**src/rtl/multicycle_seq.sv**
```systemverilog
// -----------------------------------------------------------------------------
// multicycle_seq
//   Multi-cycle sequencer for the miniRV datapath. Steps each instruction
//   through BOOT/FETCH/DECODE/EXEC/MEM/WB. It handshakes with the instruction
//   and data memories and gates the static decoder's rf_we/ram_we so that the
//   architectural state is written exactly once per instruction. A memory that
//   stays unready too long, or an unknown opcode, parks the core in TRAP
//   until the next reset.
//
//   Parameters
//     TIMEOUT      cycles to wait for imem_ready/dmem_ready before trapping (1..255)
//     BOOT_CYCLES  cycles held in BOOT after reset release (1..15)
//
//   Ports
//     cpu_clk, cpu_rst      core clock, asynchronous active-high reset
//     opcode                inst[6:0] from the IR register
//     imem_ready            instruction memory has data; IR loads this cycle
//     dmem_ready            data memory access complete
//     dec_rf_we/dec_ram_we  ungated write enables from the decode controller
//     imem_req/dmem_req     memory requests
//     ir_we, pc_we          IR load strobe, PC update strobe
//     rf_we, ram_we         gated architectural write enables
//     state                 current state (debug)
//     trap, trap_cause      sticky fault flag; 0 none, 1 illegal opcode,
//                           2 imem timeout, 3 dmem timeout
//
//   Optional feature (macro MULTICYCLE_PERF_EN)
//     Adds cycle_cnt (cycles outside BOOT/TRAP) and instret_cnt (pc_we
//     pulses). Both are 32 bits, reset to 0 and wrap.
// -----------------------------------------------------------------------------
module multicycle_seq #(
    parameter int unsigned TIMEOUT     = 16,
    parameter int unsigned BOOT_CYCLES = 1
) (
    input  logic        cpu_clk,
    input  logic        cpu_rst,
    input  logic [6:0]  opcode,
    input  logic        imem_ready,
    input  logic        dmem_ready,
    input  logic        dec_rf_we,
    input  logic        dec_ram_we,
    output logic        imem_req,
    output logic        dmem_req,
    output logic        ir_we,
    output logic        pc_we,
    output logic        rf_we,
    output logic        ram_we,
    output logic [2:0]  state,
    output logic        trap,
    output logic [1:0]  trap_cause
`ifdef MULTICYCLE_PERF_EN
    ,
    output logic [31:0] cycle_cnt,
    output logic [31:0] instret_cnt
`endif
);

    typedef enum logic [2:0] {
        S_BOOT   = 3'd0,
        S_FETCH  = 3'd1,
        S_DECODE = 3'd2,
        S_EXEC   = 3'd3,
        S_MEM    = 3'd4,
        S_WB     = 3'd5,
        S_TRAP   = 3'd7
    } state_t;

    typedef enum logic [2:0] {
        C_R, C_I, C_LW, C_SW, C_B, C_LUI, C_JAL, C_JALR
    } iclass_t;

    localparam logic [1:0] CAUSE_ILLEGAL = 2'd1;
    localparam logic [1:0] CAUSE_IMEM_TO = 2'd2;
    localparam logic [1:0] CAUSE_DMEM_TO = 2'd3;

    // Last wait-counter value before the limit; a ready seen on that cycle
    // still wins over the timeout.
    localparam logic [7:0] TIMEOUT_LAST = 8'(TIMEOUT - 1);
    localparam logic [7:0] BOOT_LAST    = 8'(BOOT_CYCLES - 1);

    state_t     state_q, state_d;
    iclass_t    cls_q, cls_d;
    logic [7:0] cnt_q, cnt_d;
    logic [1:0] cause_q, cause_d;

    iclass_t    dec_cls;
    logic       dec_legal;

    // Opcode classification; only consumed in DECODE.
    always_comb begin
        dec_cls   = C_R;
        dec_legal = 1'b1;
        unique case (opcode)
            7'b0110011: dec_cls = C_R;
            7'b0010011: dec_cls = C_I;
            7'b0000011: dec_cls = C_LW;
            7'b0100011: dec_cls = C_SW;
            7'b1100011: dec_cls = C_B;
            7'b0110111: dec_cls = C_LUI;
            7'b1101111: dec_cls = C_JAL;
            7'b1100111: dec_cls = C_JALR;
            default:    dec_legal = 1'b0;
        endcase
    end

    // Next state and strobes.
    always_comb begin
        // NOTE: every signal assigned here gets a default first, so no path
        // through the case leaves one unassigned and no latch is inferred.
        state_d  = state_q;
        cls_d    = cls_q;
        cause_d  = cause_q;
        cnt_d    = (cnt_q == 8'hFF) ? cnt_q : cnt_q + 8'd1;  // saturating
        imem_req = 1'b0;
        dmem_req = 1'b0;
        ir_we    = 1'b0;
        pc_we    = 1'b0;
        rf_we    = 1'b0;
        ram_we   = 1'b0;

        unique case (state_q)
            S_BOOT: begin
                if (cnt_q >= BOOT_LAST) state_d = S_FETCH;
            end
            S_FETCH: begin
                imem_req = 1'b1;
                if (imem_ready) begin
                    ir_we   = 1'b1;
                    state_d = S_DECODE;
                end else if (cnt_q >= TIMEOUT_LAST) begin
                    state_d = S_TRAP;
                    cause_d = CAUSE_IMEM_TO;
                end
            end
            S_DECODE: begin
                if (dec_legal) begin
                    cls_d   = dec_cls;
                    state_d = S_EXEC;
                end else begin
                    state_d = S_TRAP;
                    cause_d = CAUSE_ILLEGAL;
                end
            end
            S_EXEC: begin
                if (cls_q == C_B) begin
                    pc_we   = 1'b1;   // branch retires here
                    state_d = S_FETCH;
                end else if (cls_q == C_LW || cls_q == C_SW) begin
                    state_d = S_MEM;
                end else begin
                    state_d = S_WB;
                end
            end
            S_MEM: begin
                dmem_req = 1'b1;
                ram_we   = dec_ram_we & (cls_q == C_SW);
                if (dmem_ready) begin
                    if (cls_q == C_SW) begin
                        pc_we   = 1'b1;   // store retires on completion
                        state_d = S_FETCH;
                    end else begin
                        state_d = S_WB;
                    end
                end else if (cnt_q >= TIMEOUT_LAST) begin
                    state_d = S_TRAP;
                    cause_d = CAUSE_DMEM_TO;
                end
            end
            S_WB: begin
                rf_we   = dec_rf_we;
                pc_we   = 1'b1;
                state_d = S_FETCH;
            end
            S_TRAP: begin
                state_d = S_TRAP;
            end
            default: begin
                // Unused encoding: park safely.
                state_d = S_TRAP;
            end
        endcase

        if (state_d != state_q) cnt_d = 8'd0;
    end

    // NOTE: sequential state uses non-blocking assignments so every flop
    // samples its _d value from the same clock edge.
    always_ff @(posedge cpu_clk or posedge cpu_rst) begin
        if (cpu_rst) begin
            state_q <= S_BOOT;
            cls_q   <= C_R;
            cnt_q   <= 8'd0;
            cause_q <= 2'd0;
        end else begin
            state_q <= state_d;
            cls_q   <= cls_d;
            cnt_q   <= cnt_d;
            cause_q <= cause_d;
        end
    end

    assign state      = state_q;
    assign trap       = (state_q == S_TRAP);
    assign trap_cause = cause_q;

`ifdef MULTICYCLE_PERF_EN
    logic [31:0] cycle_cnt_q, cycle_cnt_d;
    logic [31:0] instret_cnt_q, instret_cnt_d;

    always_comb begin
        cycle_cnt_d   = cycle_cnt_q;
        instret_cnt_d = instret_cnt_q;
        if (state_q != S_BOOT && state_q != S_TRAP) cycle_cnt_d = cycle_cnt_q + 32'd1;
        if (pc_we) instret_cnt_d = instret_cnt_q + 32'd1;
    end

    always_ff @(posedge cpu_clk or posedge cpu_rst) begin
        if (cpu_rst) begin
            cycle_cnt_q   <= 32'd0;
            instret_cnt_q <= 32'd0;
        end else begin
            cycle_cnt_q   <= cycle_cnt_d;
            instret_cnt_q <= instret_cnt_d;
        end
    end

    assign cycle_cnt   = cycle_cnt_q;
    assign instret_cnt = instret_cnt_q;
`endif

endmodule
```
**config.mk**
```make
export PLATFORM = sky130hd
export DESIGN_NAME = multicycle_seq
export DESIGN_NICKNAME = d
export VERILOG_FILES = /design/src/rtl/multicycle_seq.sv
export SDC_FILE = /design/constraint.sdc
export NUM_CORES = 1
export LEC_CHECK = 0
export ABC_AREA = 1
export BUFFER_PORTS_ARGS = -buffer_cell sky130_fd_sc_hd__buf_2
export CORE_ASPECT_RATIO = 1.2
export CORE_MARGIN = 2
export CORE_UTILIZATION = 35
export CTS_CLUSTER_SIZE = 10
export DETAILED_ROUTE_END_ITERATION = 12
export PLACE_DENSITY = 0.55
export REMOVE_ABC_BUFFERS = 1
export SYNTH_ARGS = -nofsm -noshare
export SYNTH_HDL_FRONTEND = slang
export SYNTH_SLANG_ARGS = --single-unit
```
**constraint.sdc**
```tcl
create_clock -name cpu_clk -period 3.2 [get_ports cpu_clk]
set_input_delay 0.64 -clock cpu_clk [delete_from_list [all_inputs] [get_ports cpu_clk]]
set_output_delay 0.64 -clock cpu_clk [all_outputs]
set_load 0.01 [all_outputs]
```
== Yosys cells after proc, flatten, opt, wreduce, memory -nomap -nowiden ==
Index checks and enable logic that the tools add are counted.
W data, S select, Z words.

* Register bits: 16
* Input bits: 13
* Output and inout port bits: 12
* Logic and storage cells: 68

* Add/subtract/negate cells: 1
* Order comparisons: 2
* Equal/unequal tests: 25
* Muxes and demuxes: 29
* Bitwise gates (word level): 1
* Reduce and logical (&&, ||, !) cells: 6

{| class="wikitable"
|+ Operator list
! operator !! count
|-
| $eq A7 B6 Y1 const B || 3
|-
| $eq A7 B7 Y1 const B || 3
|-
| $mux W3 || 7
|-
| $pmux W3 S7 || 1
|-
| $pmux W3 S6 || 1
|-
| $mux W8 || 2
|-
| $eq A3 B2 Y1 const B || 4
|-
| $eq A3 B3 Y1 const B || 4
|-
| $mux W1 || 11
|-
| $mux W2 || 5
|-
| $ne A2 B2 Y1 const B || 5
|-
| $add A8 B1 Y8 const B || 1
|-
| $eq A8 B8 Y1 const B || 1
|-
| $ge A8 B1 Y1 const B || 1
|-
| $ge A8 B4 Y1 const B || 1
|-
| $reduce_or A8 Y1 || 1
|-
| $eq A7 B2 Y1 const B || 1
|-
| $eq A7 B5 Y1 const B || 1
|-
| $pmux W2 S3 || 1
|-
| $reduce_and A6 Y1 || 1
|-
| $eq A3 B1 Y1 const B || 1
|-
| $logic_not A3 Y1 || 1
|-
| $ne A3 B3 Y1 || 1
|-
| $pmux W1 S3 || 1
|-
| 5 further kinds || 5
|}

== Logic depth before layout (Yosys ltp) ==
* Depth after elaboration: 7
* Depth in mapped cells: 10
* Mapped depth without buffers: 10

== Least setup slack after synthesis ==
OpenSTA, ideal clock, no wires.

* Path kind: register to output
* Start: register state_q[0], in the netlist state[0]
* End: output port pc_we
* Arrival time: 1.102 ns
* Required time: 2.560 ns
* Setup slack: 1.458 ns
* Stages on the path, launching flop included: 5
* Path buffers: 0
* Cells stage by stage: dfrtp_1 > nor2_1 > nand2_1 > o21ai_0 > a21o_1

* Cells in the longest elaborated chain, start to end: 2
* Elaborated cells on any way between the ends: 4
* Those cells by class: eq/ne (3); mux (1)

{| class="wikitable"
|+ RTL lines
! what !! line !! RTL
|-
| from (decl) || 81 || <nowiki>state_t state_q, state_d;</nowiki>
|-
| from (signal assigned) || 195 || <nowiki>state_q <= state_d;</nowiki>
|-
| $eq A3 B3 Y1 or $eq A3 B2 Y1 (tied branches) || 121 || <nowiki>unique case (state_q)</nowiki>
|-
| $pmux W1 S3 * || 121 ||
|-
| to (decl) || 45 || <nowiki>output logic pc_we,</nowiki>
|}

Mark *: on every way between the ends. The rest lies on a longest branch, timed or not.

== Final worst setup path ==
Same ends and word-level chain as after synthesis.

==> out/qor.yml <==
clocking:
  post_cts_resized: 0
  clock-root-buffer: "clkbuf_4"
  htree_num_levels: 1
  clockBufferDepth: 2
  cts_made_buffers: 3
  hold_buffers: 0
  clk_latency_ns: 0.29
  cts_tree: "yes"
  cts.clk_slew.worst_paths_ns: 0.10
  cts_sinks: 16
  post_cts_buffers: 0
yosys:
  synth_seq_cells: 16
  seq_area_frac_synth: 0.385
  synth_cell_types: 19
  postSynthCellCount: 159
  yosysWarnings: 0
  netlist_area_mm2: 0.00104
  avgSynthCellArea_um2: 6.54
sta:
  whs_ns: 0.409
  rsz0062_at_grt: "no"
  layout_min_cycle_time_ns: 2.24
  setup_viol: 0
  post-route-period-util: 0.699
  max-slew-margin-rel: 0.580
  worst_pin_slew_ns: 0.629
  slew_violations: 0
  clock.fmax_ghz: 0.447
  finClkSkew_ns: 0.00552
  tns_ns: 0
  hold_violations: 0
  setup_ws_ns: 0.963
global_routing:
  grt_pass1_vias: 1058
  grt_max_degree: 17
  overflow: 0
  grt_use_total: 0.168
  grt_antenna_before_repair: 0
  grt_pass1_wl_um: 4330
finish:
  fin_cells: 221
  diodes: 0
  seq_area_um2: 400
  fillers: 284
  multi_input_area_um2: 542
  drive_gt1_frac: 0.176
  syn_to_final_growth_pct: 19.1
  nets: 202
die:
  io_pins: 25
  core_mm2: 0.00281
  die_x_um: 53.8
  rows: 21
  dieArea_mm2: 0.00342
  start_util: 0.370
  die_h_um: 63.7
worst_setup_path:
  arrival_ns: 1.60
  startpoint: "state[0]$_DFF_PP0_"
  endpoint_kind: "primary output"
  crit_path_end: "pc_we"
  r2r_cells: 8
  required_ns: 2.56
  rrSetupSlack_ns: 1.42
  start_kind: "register"
  r2r_end: "cnt_q[7]$_DFFE_PP0P_"
  r2r-start: "cnt_q[0]$_DFFE_PP0P_"
  worstPathMaxFanout: 8
  critPathKind: "reg2out"
placement:
  dp_slack_ns: 1.27
  dp_cells: 217
  post-dp-hpwl_um: 2020
  gp_congestion: 0.783
  port_buffers: 24
route:
  ant_nets: 0
  drt-total-wl_um: 2480
  drtIter0Drc: 23
  wl_per_cell_um: 11.2
  drc: 0
  num_vias: 1087
  via_per_inst: 4.92
  first_pass_iters: 4
status:
  outcome: "finished clean"
power_and_ir_drop:
  pwr_density_cell_mw_per_mm2: 292
  power_leakage_uw: 0.000700
  ir_worst_vdd_uv: 122
worst_hold_path:
  min_path_type: "in2async"
run:
  maxCapViolations: 0
[stage by stage]
step / total power [µW] / instance area (µm²) / util
floorplan: 216 / 1040 / -
global placement: 226 / 1200 / 0.428
detailed placement: 227 / 1200 / 0.428
CTS: 369 / 1240 / 0.441
global route: 381 / 1240 / 0.441
finish: 361 / 1240 / 0.441
[routing by layer]
| layer | vias to the layer above | track usage | share of wire |
|---|---|---|---|
| met5 | - | 0 | 0 |
| met4 | 0 | 0.0673 | 0.025 |
| met3 | 8 | 0.0379 | 0.029 |
| met2 | 18 | 0.306 | 0.54 |
| met1 | 499 | 0.175 | 0.41 |
| li1 | 562 | - | - |
[state kept, by name, indices dropped and copies added, names as in the netlist]
name,flops
cnt_q,8
trap_cause,2
state,3
cls_q,3
[synth_stat cells (all sizes together)]
library cell  instances  share of area
inv                  26          0.094
a211oi                2          0.014
o21ai                11          0.053
xor2                  2          0.017
o211ai                1         0.0072
ha                    1          0.012
a31o                  1         0.0084
dfrtp                16           0.39
nor3                  2         0.0096
nand2                42           0.15
nand4                 5          0.036
nand3                14          0.067
a21oi                 4          0.023
nor2                 31           0.11
a21o                  1         0.0072
[logic make-up after synthesis]
family	after synthesis	synth area share
buf+inv	26	0.0939
xor+xnor	2	0.0169
flops	16	0.385
fa+ha+maj	1	0.0120
compound gates	20	0.113
simple gates	94	0.379
[worst max-delay path, stage by stage (launching register included)]
cell	delay (ns)
dfrtp_1	0.48
nor2_1	0.17
nand2_1	0.14
o21ai_0	0.28
a21o_1	0.11
buf_2	0.12
[worst min-delay path by stage]
stage                                    from                        end  slack [ns]  depth (start not counted)
floorplan                cls_q[1]$_DFFE_PP0P_       cls_q[1]$_DFFE_PP0P_        0.45                          2
finish                                cpu_rst       cls_q[0]$_DFFE_PP0P_        0.41                          2
detailed placement  trap_cause[1]$_DFFE_PP0P_  trap_cause[1]$_DFFE_PP0P_        0.47                          2
CTS                                   cpu_rst       cls_q[0]$_DFFE_PP0P_        0.43                          2
global placement    trap_cause[1]$_DFFE_PP0P_  trap_cause[1]$_DFFE_PP0P_        0.47                          2
global route                          cpu_rst       cls_q[0]$_DFFE_PP0P_        0.46                          2
[placed cells by master (no fill, tap or decap)]
cell type,n
clkbuf_8,1
nand4_1,4
xor2_1,2
inv_2,1
a21o_1,1
nor2_1,30
nand4_2,1
o211ai_1,1
nor3_1,2
a211oi_1,2
clkbuf_4,3
ha_1,1
nand2_1,42
nand3_1,14
buf_2,24
a21oi_1,3
dfrtp_1,16
a31o_2,1
inv_1,25
nor2_2,1
a21oi_2,1
o21ai_0,11
[layout make-up]
| cell class | instances | share of cell area |
|---|---|---|
| Multi-Input combinational cell | 117 | 0.437 |
| Sequential cell | 16 | 0.323 |
| Timing Repair Buffer | 24 | 0.0970 |
| Inverter | 26 | 0.0788 |
| Tap cell | 34 | 0.0343 |
| Clock buffer | 4 | 0.0293 |
[report_power, final]
| part | internal, µW | switching (µW) |
|---|---|---|
| Clock | 69.3 | 69.4 |
| Combinational | 7.67 | 12.9 |
| Sequential | 202 | 0 |
| Total | 279 | 82.2 |
Power figures use the tool's default switching activity.
